`src/rtl/dly_scan_ctrl.sv`:
```
// Timing-in controller for a shift-register delay line: sweeps every delay select,
// counts sig/ref coincidences per setting and commits the delay with the highest count.
module dly_scan_ctrl #(
    parameter int unsigned MXDLY = 4,
    parameter int unsigned MXWIN = 12,
    parameter int unsigned MXCNT = 16
) (
    input  logic             clock_i,
    input  logic             reset_i,
    input  logic             start_i,
    input  logic             abort_i,
    input  logic             clr_result_i,
    input  logic [MXWIN-1:0] win_len_i,
    input  logic [MXDLY-1:0] cfg_delay_i,
    input  logic             sig_dly_i,
    input  logic             ref_i,
    output logic [MXDLY-1:0] delay_o,
    output logic             busy_o,
    output logic             done_o,
    output logic             result_vld_o,
    output logic [MXDLY-1:0] best_delay_o,
    output logic [MXCNT-1:0] best_count_o
);

    localparam int unsigned MXSR = 1 << MXDLY;
    localparam int unsigned TW   = (MXWIN > MXDLY) ? MXWIN : MXDLY;

    typedef enum logic [2:0] {StIdle, StSettle, StCount, StCompare, StDone} state_e;

    state_e           state_q, state_d;
    logic [MXDLY-1:0] step_q, step_d;
    logic [TW-1:0]    tmr_q, tmr_d;
    logic [MXWIN-1:0] win_q, win_d;
    logic [MXCNT-1:0] cnt_q, cnt_d;
    logic [MXCNT-1:0] run_cnt_q, run_cnt_d;
    logic [MXDLY-1:0] run_dly_q, run_dly_d;
    logic             result_vld_q, result_vld_d;
    logic [MXDLY-1:0] best_delay_q, best_delay_d;
    logic [MXCNT-1:0] best_count_q, best_count_d;
    logic [MXDLY-1:0] delay_q, delay_d;
    logic             busy_q, busy_d;
    logic             done_q, done_d;
    logic             take;

    always_comb begin
        state_d      = state_q;
        step_d       = step_q;
        tmr_d        = tmr_q;
        win_d        = win_q;
        cnt_d        = cnt_q;
        run_cnt_d    = run_cnt_q;
        run_dly_d    = run_dly_q;
        result_vld_d = result_vld_q;
        best_delay_d = best_delay_q;
        best_count_d = best_count_q;
        take         = (step_q == '0) || (cnt_q > run_cnt_q);

        unique case (state_q)
            StIdle: begin
                if (clr_result_i) result_vld_d = 1'b0;
                if (start_i) begin
                    state_d = StSettle;
                    step_d  = '0;
                    tmr_d   = '0;
                    cnt_d   = '0;
                    win_d   = (win_len_i == '0) ? MXWIN'(1) : win_len_i;
                end
            end
            StSettle: begin
                if (tmr_q == TW'(MXSR - 1)) begin
                    state_d = StCount;
                    tmr_d   = '0;
                end else begin
                    tmr_d = tmr_q + 1'b1;
                end
            end
            StCount: begin
                if (sig_dly_i && ref_i && (cnt_q != '1)) cnt_d = cnt_q + 1'b1;
                if (tmr_q == TW'(win_q - 1'b1)) begin
                    state_d = StCompare;
                    tmr_d   = '0;
                end else begin
                    tmr_d = tmr_q + 1'b1;
                end
            end
            StCompare: begin
                if (take) begin
                    run_cnt_d = cnt_q;
                    run_dly_d = step_q;
                end
                if (step_q == {MXDLY{1'b1}}) begin
                    // Commit lands on the same edge that raises done.
                    state_d      = StDone;
                    best_delay_d = run_dly_d;
                    best_count_d = run_cnt_d;
                    result_vld_d = 1'b1;
                end else begin
                    state_d = StSettle;
                    step_d  = step_q + 1'b1;
                    tmr_d   = '0;
                    cnt_d   = '0;
                end
            end
            StDone:  state_d = StIdle;
            default: state_d = StIdle;
        endcase

        if (abort_i && (state_q != StIdle)) begin
            state_d      = StIdle;
            result_vld_d = result_vld_q;
            best_delay_d = best_delay_q;
            best_count_d = best_count_q;
        end

        // Decide on next state so delay switches on the same edge busy changes.
        if (state_d == StIdle) begin
            delay_d = result_vld_d ? best_delay_d : cfg_delay_i;
        end else begin
            delay_d = step_d;
        end
        busy_d = (state_d != StIdle);
        done_d = (state_d == StDone);
    end

    always_ff @(posedge clock_i) begin
        if (reset_i) begin
            state_q      <= StIdle;
            step_q       <= '0;
            tmr_q        <= '0;
            win_q        <= MXWIN'(1);
            cnt_q        <= '0;
            run_cnt_q    <= '0;
            run_dly_q    <= '0;
            result_vld_q <= 1'b0;
            best_delay_q <= '0;
            best_count_q <= '0;
            delay_q      <= '0;
            busy_q       <= 1'b0;
            done_q       <= 1'b0;
        end else begin
            state_q      <= state_d;
            step_q       <= step_d;
            tmr_q        <= tmr_d;
            win_q        <= win_d;
            cnt_q        <= cnt_d;
            run_cnt_q    <= run_cnt_d;
            run_dly_q    <= run_dly_d;
            result_vld_q <= result_vld_d;
            best_delay_q <= best_delay_d;
            best_count_q <= best_count_d;
            delay_q      <= delay_d;
            busy_q       <= busy_d;
            done_q       <= done_d;
        end
    end

    assign delay_o      = delay_q;
    assign busy_o       = busy_q;
    assign done_o       = done_q;
    assign result_vld_o = result_vld_q;
    assign best_delay_o = best_delay_q;
    assign best_count_o = best_count_q;

endmodule

```
`config.mk`:
```
export PLATFORM = sky130hd
export DESIGN_NAME = dly_scan_ctrl
export DESIGN_NICKNAME = d
export VERILOG_FILES = /design/src/rtl/dly_scan_ctrl.sv
export SDC_FILE = /design/constraint.sdc
export NUM_CORES = 1
export LEC_CHECK = 0
export BUFFER_PORTS_ARGS = -buffer_cell sky130_fd_sc_hd__buf_2
export CELL_PAD_IN_SITES_DETAIL_PLACEMENT = 1
export CELL_PAD_IN_SITES_GLOBAL_PLACEMENT = 1
export CORE_MARGIN = 4
export CORE_UTILIZATION = 48
export CTS_BUF_LIST = sky130_fd_sc_hd__clkbuf_16
export CTS_CLUSTER_DIAMETER = 120
export CTS_CLUSTER_SIZE = 20
export DETAILED_ROUTE_END_ITERATION = 7
export GPL_TIMING_DRIVEN = 0
export PLACE_DENSITY = 0.92
export SLEW_MARGIN = 20
export SYNTH_ARGS = -nofsm -noshare
export SYNTH_HDL_FRONTEND = slang
export SYNTH_SLANG_ARGS = --single-unit
```
`constraint.sdc`:
```
create_clock -name clock_i -period 5.15 [get_ports clock_i]
set_clock_uncertainty 0.15 [all_clocks]
set_input_delay 0.7725 -clock clock_i [delete_from_list [all_inputs] [get_ports clock_i]]
set_output_delay 0.7725 -clock clock_i [all_outputs]
set_load 0.005 [all_outputs]
```
# Word-level counts from Yosys, hierarchy flattened
# Index checks and enable logic that the tools add are counted.
# word_totals
mem_bits_rw	0
wordCells	76
memories	0
output_inout_bits	27
romBits	0
input_bits	23
latchBits	0
reg_bits	94
# op_classes
n_mux	30
add_sub_neg	4
n_mul	0
shifts	0
n_lt_le_gt_ge	1
div_mod_pow	0
n_reduce_logical	16
bitwise	1
n_eq_ne	11
# op_table
cell	count
$mux 16	4
$mux 12	5
$pmux 12 s4	1
$pmux 16 s3	1
$mux 4	8
$add 16x1->16 const B	1
$gt 16x16->1	1
$ne 16x16->1 const B	1
$mux 3	5
$add 12x1->12 const B	1
$eq 12x12->1	1
$eq 12x4->1 const B	1
$logic_not 12->1	1
$pmux 3 s4	1
$sub 12x1->12 const B	1
$reduce_bool 3->1	3
$pmux 4 s2	1
$eq 3x2->1 const B	2
$logic_not 3->1	2
$ne 2x2->1 const B	3
$reduce_and 3->1	2
$add 4x1->4 const B	1
$eq 4x4->1 const B	1
$logic_not 4->1	1
other kinds (10)	14

# Longest topological paths before layout
# logic_depth
depth_word	8
ltp_mapped	12

# Worst setup path after synthesis
# OpenSTA, ideal clock, no wires.
# synth_path
path_type	register to register
from	register run_cnt_q[15]
to	register best_count_q[9] (netlist: best_count_o[9])
path_slack_ns	2.526
t_required_ns	4.914
arrival_ns	2.388
n_path_buf	1
synth_period_minus_slack_ns	2.624
stages_incl_launch_ff	10
path_cell_list	dfxtp_1 > inv_1 > ha_1 > nand4_1 > or4_1 > o21ai_1 > nand2_1 > buf_4 > mux2i_1 > a211oi_1
# synth_via
elab_chain_len	3
# synth_lines
element	line_no	rtl
start: declaration	35	logic [MXCNT-1:0] run_cnt_q, run_cnt_d;
start signal: assignment	146	run_cnt_q <= run_cnt_d;
$gt 16x16->1	56	take = (step_q == '0) || (cnt_q > run_cnt_q);
$logic_or 1x1->1	56	
$mux 16	87	if (take) begin
end signal: assignment	150	best_count_q <= best_count_d;
end: declaration	39	logic [MXCNT-1:0] best_count_q, best_count_d;
# Every way passes these cells.
# A chain may end at the register's enable or synchronous reset.

# Worst setup path in the final report
# layout_path
from	register run_cnt_q[13]
to	register best_count_q[13] (netlist: best_count_o[13])
# layout_via
elab_chain_len	3
# layout_lines
element	line_no
$gt 16x16->1	56
$logic_or 1x1->1	56
$mux 16 *	87
# Mark *: on every way between the ends. The rest lies on a longest branch, timed or not.

==> tab_implementation.tex <==
\begin{tabular}{lr}
\hline
Metric & Value \\
\hline
\multicolumn{2}{l}{\textbf{Layout}} \\
Post-route design area & 0.00557 sq mm \\
Synth-to-Final Area Change & 15.0\% \\
Area used by multi-input combinational logic & 0.00275 sq mm \\
Finished Layout Cells & 777 \\
Final core utilization & 0.568 \\
Layout cells sized above 1 & 0.118 \\
Antenna cell count & 0 \\
Most frequent cells in the layout & sky130\_fd\_sc\_hd\_\_dfxtp\_1 (94), sky130\_fd\_sc\_hd\_\_nor2\_1 (93), sky130\_fd\_sc\_hd\_\_buf\_2 (55) \\
Sequential Area & 0.00188 sq mm \\
Number of fill cells & 1217 \\
Commonest non-fill, non-tap cell in the layout & sky130\_fd\_sc\_hd\_\_dfxtp\_1 \\
Final-stage net count & 683 \\
\multicolumn{2}{l}{\textbf{Clocking}} \\
Number of buffers added to fix hold violations after cts & 0 \\
Clock transition at the registers of the reported paths & 0.08 ns \\
H-Tree Level Count & 3 \\
Insertion delay to the later sink of the worst-skew pair & 0.35 ns \\
Inserted Clock Buffers & 9 \\
Maximum buffer depth of the clock tree & 2 \\
Post-CTS setup repair buffer count & 0 \\
Quantity of gates resized following cts & 0 \\
TritonCTS Sinks & 94 \\
TritonCTS clock tree & done \\
Clock tree root driver cell & sky130\_fd\_sc\_hd\_\_clkbuf\_16 \\
\multicolumn{2}{l}{\textbf{Placed design}} \\
Post-placement worst setup slack & 1.85 ns \\
DP HPWL & 10600 um \\
Placed Instances & 761 \\
Placement Cell Area & 0.00526 sq mm \\
Number of buffer cells added on primary ports & 49 \\
RePlAce Congestion & 0.867 \\
\multicolumn{2}{l}{\textbf{Worst setup path}} \\
Cells traversed along the worst timing path & inv\_1 -> ha\_1 -> nand4\_1 -> or4\_1 -> o21ai\_1 -> nand2\_1 -> buf\_4 -> mux2i\_1 -> a211oi\_1 \\
Type of the worst setup path & reg2reg \\
Largest stage delay on the critical path & 0.59 ns \\
Sort of element at the end of the critical path & register \\
Critical path launch point type & register \\
Arrival time worst endpoint & 3.45 ns \\
Family of cells with the greatest summed delay on the critical path & simple AND/OR/NAND/NOR gates \\
Critical path peak fanout & 10 \\
Cell with the largest stage delay on the worst path & sky130\_fd\_sc\_hd\_\_or4\_1 \\
Sum of buffers and inverters on the critical path & 2 \\
Required time at the endpoint of the critical path & 5.25 ns \\
\multicolumn{2}{l}{\textbf{STA}} \\
RSZ-0062 raised after global routing & false \\
Final hold violation count & 0 \\
Post-route minimum period & 3.35 ns \\
Slew of the pin with the lowest slew margin & 0.767 ns \\
Min setup slack post-route & 1.80 ns \\
Share of the clock period used by the worst path & 0.651 \\
Finish-stage setup viols & 0 \\
Pins over their slew limit & 0 \\
Max Clock Freq & 0.298 GHz \\
Headroom to the max-slew limit & 0.475 \\
Setup TNS after final layout & 0 ns \\
\multicolumn{2}{l}{\textbf{Global route}} \\
Total GRT Usage & 0.279 \\
Global-route wire length before repair & 25900 um \\
Antenna violations before repair & 0 \\
Maximum number of pins on one net before global-route repair & 16 \\
Via count of the first global-routing pass & 4979 \\
Gr ovfl total & 0 \\
\multicolumn{2}{l}{\textbf{Floorplanning}} \\
Starting Density & 0.493 \\
Top-Level Pins & 50 \\
Std-Cell Rows & 36 \\
Height of the die & 108 um \\
Die Area & 0.0118 sq mm \\
Horiz. Die Dim & 108 um \\
Core region area & 0.00982 sq mm \\
\multicolumn{2}{l}{\textbf{Logic synthesis}} \\
Number of instances in the synthesized netlist & 579 \\
Proportion of synthesized chip area in sequential cells & 0.388 \\
Syn nets & 623 \\
EDFF count, synth & 0 \\
Share of synthesized registers carrying an async set or reset & 0 \\
Cell variety after synth & 53 \\
Mean post-synth cell area & 8.37 sq um \\
Predominant post-synthesis flop cell & sky130\_fd\_sc\_hd\_\_dfxtp\_1 \\
Warnings, synthesis & 0 \\
Register bit total from synthesis & 94 \\
Mapped cell area & 0.00484 sq mm \\
\multicolumn{2}{l}{\textbf{Status}} \\
Run status & complete, no violations \\
\multicolumn{2}{l}{\textbf{Detailed routing}} \\
Detailed Route Iter0 Violations & 343 \\
DRC violations left & 0 \\
Count of antenna-violating nets left after detailed routing & 0 \\
Routed via count & 4637 \\
Average routed wire per standard cell & 20.3 um \\
Wire length reported by the detailed router & 15800 um \\
Detailed-router iteration count before antenna repair & 4 \\
Ratio of routed vias to standard cells & 5.97 \\
\multicolumn{2}{l}{\textbf{Run}} \\
Number of max-cap violations & 0 \\
\multicolumn{2}{l}{\textbf{Power and ir drop}} \\
Leakage power figure & 2.27 nW \\
PD cells & 287 mW/mm\^{}2 \\
Worst vdd ir & 0.152 mV \\
\multicolumn{2}{l}{\textbf{Hold path}} \\
Hold/Removal Path Class & reg2reg \\
\hline
\end{tabular}
## path summary, 6_finish.rpt
check                                                start                            end  slack [ns]  cells past startpoint
worst max-delay path            run_cnt_q[13]$_SDFFE_PP0P_  best_count_o[13]$_SDFFE_PP0P_        1.80                      9
worst min-delay path             run_dly_q[3]$_SDFFE_PP0P_      run_dly_q[3]$_SDFFE_PP0P_        0.34                      1
worst max register to register  run_cnt_q[13]$_SDFFE_PP0P_  best_count_o[13]$_SDFFE_PP0P_        1.80                      9
worst min register to register   run_dly_q[3]$_SDFFE_PP0P_      run_dly_q[3]$_SDFFE_PP0P_        0.34                      1
## area by class of cell
cell class                      count  share of cell area
Clock inverter                      7              0.0164
Tap cell                          133              0.0299
Inverter                           26              0.0175
Buffer                             29              0.0216
Multi-Input combinational cell    430               0.493
Sequential cell                    94               0.338
Clock buffer                        9              0.0404
Timing Repair Buffer               49              0.0440
## logic make-up (layout without fill, tap and decap cells)
| kind of cell | count (synthesis) | count (layout) | synth area share |
|---|---|---|---|
| simple gates | 236 | 236 | 0.231 |
| compound gates | 100 | 100 | 0.137 |
| flops | 94 | 94 | 0.388 |
| buf+inv | 55 | 120 | 0.0449 |
| mux | 38 | 38 | 0.0814 |
| xor+xnor | 35 | 35 | 0.0633 |
| fa+ha+maj | 21 | 21 | 0.0542 |
## per-layer routing
metal  track usage  vias to the layer above  part of all wire
met4         0.133                        0             0.040
met5             0                        -                 0
met1         0.305                     2305              0.39
met2         0.522                      127              0.53
li1              -                     2147                 -
met3        0.0430                       58             0.038
## worst reg2reg max path, stage by stage (launching register included)
cell                       delay (ns)
sky130_fd_sc_hd__dfxtp_1         0.39
sky130_fd_sc_hd__inv_1           0.09
sky130_fd_sc_hd__ha_1            0.31
sky130_fd_sc_hd__nand4_1         0.18
sky130_fd_sc_hd__or4_1           0.59
sky130_fd_sc_hd__o21ai_1         0.25
sky130_fd_sc_hd__nand2_1         0.43
sky130_fd_sc_hd__buf_4           0.36
sky130_fd_sc_hd__mux2i_1         0.16
sky130_fd_sc_hd__a211oi_1        0.34
## metrics by stage
step | power (mW) | hold slack [ns]
floorplan | 0.837 | 0.291
global placement | 0.871 | 0.307
finish | 1.60 | 0.344
detailed placement | 0.878 | 0.329
global route | 1.64 | 0.364
CTS | 1.59 | 0.345
## synth_stat cells (all sizes together), types with 2 or more instances
cell type  number  share of area
a2bb2oi         2         0.0036
buf             8         0.0085
o21ai          20          0.021
xor2           20          0.036
nand4          10          0.013
nand3b          2         0.0031
and3           11          0.014
a311oi          2         0.0036
nand2b          4         0.0052
o21bai          2         0.0031
or3             3         0.0039
ha             21          0.054
nor4            8          0.013
nand3          23          0.024
a21oi          30          0.031
a21o            2         0.0031
a211oi         19          0.030
a2111oi         2         0.0036
and4            2         0.0036
a22o            6          0.011
nor3           12          0.013
a31oi           3         0.0039
o211ai          3         0.0046
xnor2          15          0.027
nor2           93          0.072
nor3b           3         0.0046
mux2i          36          0.074
clkbuf         21          0.016
or4             2         0.0031
dfxtp          94           0.39
inv            26          0.020
nand2          50          0.039
o21a            2         0.0031
nor2b           8          0.010
a32oi           2         0.0036
## power by group
part           switching (mW)  leakage (nW)  internal (mW)
clock network           0.308         0.154          0.424
registers              0.0105         0.760          0.736
logic                  0.0775          1.35         0.0432
total                   0.396          2.27           1.20
## state kept, by name, indices dropped and copies added (netlist names)
signal,flops
cnt_q,16
best_count_o,16
busy_o,1
run_dly_q,4
delay_o,4
best_delay_o,4
win_q,12
tmr_q,12
run_cnt_q,16
done_o,1
state_q,3
step_q,4
result_vld_o,1
Note: power is estimated with default switching activity, not from simulation.
